[src/rtl/alu_ctrl_muldiv.sv]
// ALU control decode plus an iterative RV32M multiply/divide sequencer.
// Decode is purely combinational; mul/div runs one bit per cycle on operand magnitudes.
module alu_ctrl_muldiv #(
    parameter int XLEN  = 32,
    parameter int CNT_W = $clog2(XLEN + 1)
) (
    input  logic            clk,
    input  logic            rst_n,
    input  logic [2:0]      funct3,
    input  logic            funct7_30,
    input  logic            funct7_25,
    input  logic [1:0]      alu_op,
    input  logic            in_valid,
    input  logic [XLEN-1:0] op_a,
    input  logic [XLEN-1:0] op_b,
    input  logic            out_ready,
    output logic [3:0]      alu_op_res,
    output logic [2:0]      branch,
    output logic            md_sel,
    output logic            in_ready,
    output logic            out_valid,
    output logic [XLEN-1:0] md_result
);

    typedef enum logic [1:0] {S_IDLE, S_MUL, S_DIV, S_DONE} state_t;

    localparam logic [XLEN-1:0] MIN_NEG = {1'b1, {(XLEN-1){1'b0}}};

    state_t            r_state;
    logic [CNT_W-1:0]  r_cnt;
    logic [2:0]        r_f3;
    logic [XLEN-1:0]   r_div;
    logic [2*XLEN-1:0] r_acc;
    logic              r_qneg;
    logic              r_rneg;

    logic              w_accept, w_sgn_a, w_sgn_b, w_a_neg, w_b_neg;
    logic              w_is_div, w_div0, w_ovf, w_q_bit;
    logic [XLEN-1:0]   w_mag_a, w_mag_b, w_rem_diff, w_rem_new, w_fin;
    logic [XLEN:0]     w_mul_sum, w_rem_sh;
    logic [2*XLEN-1:0] w_prod;

    function automatic logic [XLEN-1:0] f_neg_if(input logic neg, input logic [XLEN-1:0] v);
        return neg ? (~v) + XLEN'(1) : v;
    endfunction

    function automatic logic [2*XLEN-1:0] f_neg2_if(input logic neg, input logic [2*XLEN-1:0] v);
        return neg ? (~v) + (2*XLEN)'(1) : v;
    endfunction

    always_comb begin
        alu_op_res = 4'b0010;
        branch     = 3'b000;
        md_sel     = 1'b0;
        case (alu_op)
            2'b11: branch = 3'b010;
            2'b01: begin
                alu_op_res = 4'b0110;
                branch     = funct3;
            end
            2'b00: begin
                case (funct3)
                    3'b001:  alu_op_res = 4'b1100;
                    3'b100:  alu_op_res = 4'b0011;
                    3'b101:  alu_op_res = 4'b1101;
                    3'b110:  alu_op_res = 4'b0001;
                    3'b111:  alu_op_res = 4'b0000;
                    default: alu_op_res = 4'b0010;
                endcase
            end
            default: begin
                if (funct7_25) begin
                    md_sel     = 1'b1;
                    alu_op_res = 4'b1111;
                end else begin
                    case ({funct7_30, funct3})
                        4'b0001: alu_op_res = 4'b0100;
                        4'b1000: alu_op_res = 4'b0110;
                        4'b0100: alu_op_res = 4'b0011;
                        4'b0101: alu_op_res = 4'b0101;
                        4'b0110: alu_op_res = 4'b0001;
                        4'b0111: alu_op_res = 4'b0000;
                        default: alu_op_res = 4'b0010;
                    endcase
                end
            end
        endcase
    end

    assign in_ready  = (r_state == S_IDLE);
    assign out_valid = (r_state == S_DONE);
    assign w_accept  = in_valid & md_sel & in_ready;

    // MULH/MULHSU/DIV/REM treat op_a as signed; only MULH/DIV/REM treat op_b as signed
    assign w_sgn_a  = (funct3 == 3'b001) || (funct3 == 3'b010) || (funct3 == 3'b100) || (funct3 == 3'b110);
    assign w_sgn_b  = (funct3 == 3'b001) || (funct3 == 3'b100) || (funct3 == 3'b110);
    assign w_a_neg  = w_sgn_a & op_a[XLEN-1];
    assign w_b_neg  = w_sgn_b & op_b[XLEN-1];
    assign w_mag_a  = f_neg_if(w_a_neg, op_a);
    assign w_mag_b  = f_neg_if(w_b_neg, op_b);
    assign w_is_div = funct3[2];
    assign w_div0   = (op_b == '0);
    assign w_ovf    = ~funct3[0] & (op_a == MIN_NEG) & (op_b == '1);

    assign w_mul_sum  = {1'b0, r_acc[2*XLEN-1:XLEN]} + (r_acc[0] ? {1'b0, r_div} : '0);
    assign w_rem_sh   = r_acc[2*XLEN-1:XLEN-1];
    assign w_q_bit    = (w_rem_sh >= {1'b0, r_div});
    assign w_rem_diff = w_rem_sh[XLEN-1:0] - r_div;
    assign w_rem_new  = w_q_bit ? w_rem_diff : w_rem_sh[XLEN-1:0];
    assign w_prod     = f_neg2_if(r_qneg, r_acc);

    always_comb begin
        case (r_f3)
            3'b000:         w_fin = w_prod[XLEN-1:0];
            3'b100, 3'b101: w_fin = f_neg_if(r_qneg, r_acc[XLEN-1:0]);
            3'b110, 3'b111: w_fin = f_neg_if(r_rneg, r_acc[2*XLEN-1:XLEN]);
            default:        w_fin = w_prod[2*XLEN-1:XLEN];
        endcase
    end

    always_ff @(posedge clk or negedge rst_n) begin
        if (!rst_n) begin
            r_state   <= S_IDLE;
            r_cnt     <= '0;
            r_f3      <= '0;
            r_div     <= '0;
            r_acc     <= '0;
            r_qneg    <= 1'b0;
            r_rneg    <= 1'b0;
            md_result <= '0;
        end else begin
            case (r_state)
                S_IDLE: begin
                    if (w_accept) begin
                        r_f3   <= funct3;
                        r_qneg <= w_a_neg ^ w_b_neg;
                        r_rneg <= w_a_neg;
                        r_cnt  <= CNT_W'(XLEN);
                        r_div  <= w_is_div ? w_mag_b : w_mag_a;
                        r_acc  <= {{XLEN{1'b0}}, (w_is_div ? w_mag_a : w_mag_b)};
                        if (w_is_div && w_div0) begin
                            md_result <= funct3[1] ? op_a : '1;
                            r_state   <= S_DONE;
                        end else if (w_is_div && w_ovf) begin
                            md_result <= funct3[1] ? '0 : op_a;
                            r_state   <= S_DONE;
                        end else begin
                            r_state <= w_is_div ? S_DIV : S_MUL;
                        end
                    end
                end
                S_MUL: begin
                    if (r_cnt == '0) begin
                        md_result <= w_fin;
                        r_state   <= S_DONE;
                    end else begin
                        r_acc <= {w_mul_sum, r_acc[XLEN-1:1]};
                        r_cnt <= r_cnt - CNT_W'(1);
                    end
                end
                S_DIV: begin
                    if (r_cnt == '0) begin
                        md_result <= w_fin;
                        r_state   <= S_DONE;
                    end else begin
                        r_acc <= {w_rem_new, r_acc[XLEN-2:0], w_q_bit};
                        r_cnt <= r_cnt - CNT_W'(1);
                    end
                end
                default: begin
                    if (out_ready) r_state <= S_IDLE;
                end
            endcase
        end
    end

endmodule
[config.mk]
export PLATFORM = sky130hd
export DESIGN_NAME = alu_ctrl_muldiv
export DESIGN_NICKNAME = d
export VERILOG_FILES = /design/src/rtl/alu_ctrl_muldiv.sv
export SDC_FILE = /design/constraint.sdc
export NUM_CORES = 1
export LEC_CHECK = 0
export CAP_MARGIN = 25
export CORE_MARGIN = 1.5
export CORE_UTILIZATION = 35
export DETAILED_ROUTE_END_ITERATION = 6
export DONT_BUFFER_PORTS = 1
export GPL_TIMING_DRIVEN = 0
export PLACE_DENSITY = 0.51
export SLEW_MARGIN = 25
export SYNTH_ARGS = -nofsm -noshare
export SYNTH_HDL_FRONTEND = slang
export SYNTH_SLANG_ARGS = --single-unit
[constraint.sdc]
create_clock -name clk -period 7.2 [get_ports clk]
set_input_delay 0.72 -clock clk [delete_from_list [all_inputs] [get_ports clk]]
set_output_delay 0.72 -clock clk [all_outputs]
set_load 0.01 [all_outputs]
==> run metrics <==
Max Slew Vio Count=0; register area share after synthesis=23.6%; Post-synth EDFFs=0; CP Launch Type=register; Netlist Area Pre-Place=0.0149 mm^2; clock slew at reported path FFs=70 ps; Worst R2R Path Depth=14; Post-Syn Area per Cell=7.37 um^2; Row Count=75; commonest non-fill, non-tap cell in the layout=o21ai_0; Worst slew margin=25.5%; layout cells sized above 1=3.40%; die height=210 um; WS Path Type=register to register; peak supply drop=0.197 mV; PostCTS Resize Cnt=0; via/cell ratio=6.34; post-synth net total=2,177; HP Class=input port to async pin; Ports=117; ys flop type=dfrtp_1; total iterations of the first detailed-routing run=6; Die ar.=0.0439 mm^2; Max Cap Viol=0; Post-Route WL=68,100 um; CTS buffer count=17; dominant cells by area after synthesis=dfrtp_1 24%, o21ai_0 7.2%, a21oi_1 6.7%; routed len/inst=26.2 um; Final #Nets=2,197; Min Hold Slack=193 ps; Seq cells post-synth=141; post-synthesis cell type count=74; final period utilization=73.4%; clk root buf=clkbuf_16; Synth-to-Final Area Change=8.66%; FFs w/ async S/R, synth=100%; vias in the first global route=15,200; GRT Util Overall=30.7%; Crit path required time=7520 ps; clk sinks=141; CP arrival=5610 ps; Reg2Reg Setup Slack=1920 ps; final core occ=38.6%; Critical Path Fanout Max=10; Final Hold Fails=0; RSZ-0062 raised after global routing=no; combinational power share=68.2%; H-tree Lvls=4; die width=210 um; initial antenna violation count=2; Yosys Warn Count=0; First DRT Iteration DRCs=2,033; Gate Count Post-Synth=2,025; sw frac=57.5%; Post-DP HPWL=54,200 um; post-route ant nets=0; Congestion Overflow GR=0; clock latency on the worst-skew pair=470 ps; internal power=3.31 mW; largest net degree at the start of global routing=142; TritonCTS clock tree=yes; endpoints failing setup=0; DRC violations left=0; clock group share of total power=12.0%; fill count=4,507; Synth area leader=dfrtp_1; most frequent cells in the layout=215 x o21ai_0, 212 x nand2_1, 201 x a21oi_1; outcome=finished, final reports clean; Initial Util=35.5%; CTS Hold Bufs=1; Worst Setup End Kind=register; CORE AREA=0.0420 mm^2; IO Port Bufs=0; Max Fclk=189 MHz; Worst Skew=11.4 ps; TNS Setup=0 ps; leakage=6.60 nW; Seq pwr share=19.7%; top cell type's share of synthesized area=23.6%; CTS max path bufs=2; Period minus WS final=5280 ps; Vias=16,500; first-pass GRT wire length=100,000 um; power per cell area=480 mW/mm^2; Tightest Pin Transition=1120 ps; Post CTS Setup Buffer Count=0; net switching power=4.48 mW; RePlAce Congestion=1.02
-- kinds of logic (layout without fill, tap and decap cells) --
logic type,after synthesis,count (layout),share of synthesized area (%)
other,0,1,0
AOI/OAI and AO/OA,744,744,31.6
DFF,141,141,23.6
adders and majority gates,77,77,6.55
muxes,43,43,2.95
and+or+nand+nor,617,617,19.1
buffers and inverters,224,257,5.73
xor gates and xnor gates,179,179,10.5
-- synth_stat cells, types with 15 or more instances --
| library cell | instances |
|---|---|
| o21ai_0 | 215 |
| nand2_1 | 212 |
| a21oi_1 | 201 |
| nor2_1 | 180 |
| dfrtp_1 | 141 |
| clkbuf_1 | 132 |
| xnor2_1 | 102 |
| xor2_1 | 77 |
| ha_1 | 75 |
| inv_1 | 75 |
| o31ai_1 | 52 |
| nand3_1 | 40 |
| nor3_1 | 40 |
| a22oi_1 | 35 |
| mux2i_1 | 35 |
| a21o_1 | 34 |
| a221o_1 | 28 |
| or3_1 | 23 |
| a211oi_1 | 20 |
| nand4_1 | 20 |
| nor4_1 | 20 |
| o221ai_1 | 16 |
| a31oi_1 | 15 |
-- worst max-delay path: stages, from the launching register on --
cell	delay (ps)
dfrtp_1	320
clkbuf_1	460
inv_1	210
ha_1	260
nor2b_1	170
o21bai_1	120
a2111oi_0	600
nor3_1	210
o31ai_1	780
a211oi_1	200
o21ai_1	460
clkbuf_1	540
buf_2	440
mux2i_1	260
o21ai_0	90
-- power by group through the flow --
stage               sequential [mW]  combinational (mW)  clock [mW]
finish                         1.54                5.32       0.937
global placement               1.53                5.06           0
global route                   1.57                5.69       0.970
detailed placement             1.54                5.08           0
CTS                            1.52                5.13       0.944
floorplan                      1.38                3.44           0
-- stage by stage --
step / power, mW / cells / setup slack [ps] / instance area, um^2
global route: 8.23 / 2597 / 1680 / 16200
global placement: 6.60 / 2564 / 2120 / 15600
CTS: 7.60 / 2597 / 2080 / 16200
detailed placement: 6.62 / 2564 / 2140 / 15600
floorplan: 4.81 / 2025 / 3540 / 14900
finish: 7.79 / 2598 / 1920 / 16200
-- final timing paths --
path	endpoint	startpoint
worst max-delay path	r_acc[42]	r_acc[31]
worst max register to register	r_acc[42]	r_acc[31]
min in group clk	r_div[0]	op_a[0]
worst min-delay path	r_cnt[1]	rst_n
worst min register to register	r_div[3]	r_div[3]
max in group asynchronous	r_acc[56]	rst_n
-- routing by layer --
layer,up-vias,GRT usage (%),routed length [um]
li1,7464,-,-
met1,7958,43.4,30000
met2,920,44.8,28200
met3,128,6.72,6860
met4,0,13.1,3030
met5,-,0,0
-- cell type report --
cell class / instances / area [um^2] / share of cell area [%]
multi-input combinational: 1660 / 10500 / 65.0
sequential: 141 / 3530 / 21.7
tap: 539 / 674 / 4.16
buffer: 148 / 571 / 3.52
clock buffer: 19 / 433 / 2.67
inverter: 76 / 285 / 1.76
clock inverter: 13 / 156 / 0.964
timing repair buffer: 1 / 27.5 / 0.170
antenna: 1 / 2.50 / 0.0154
-- flip-flops by register name, indices dropped and copies added, names as in the netlist --
| register | flops |
|---|---|
| r_cnt | 6 |
| r_div | 32 |
| r_rneg | 1 |
| r_f3 | 3 |
| r_qneg | 1 |
| md_result | 32 |
| r_state | 2 |
| r_acc | 64 |
No activity file was read; power rests on OpenSTA's default activity.
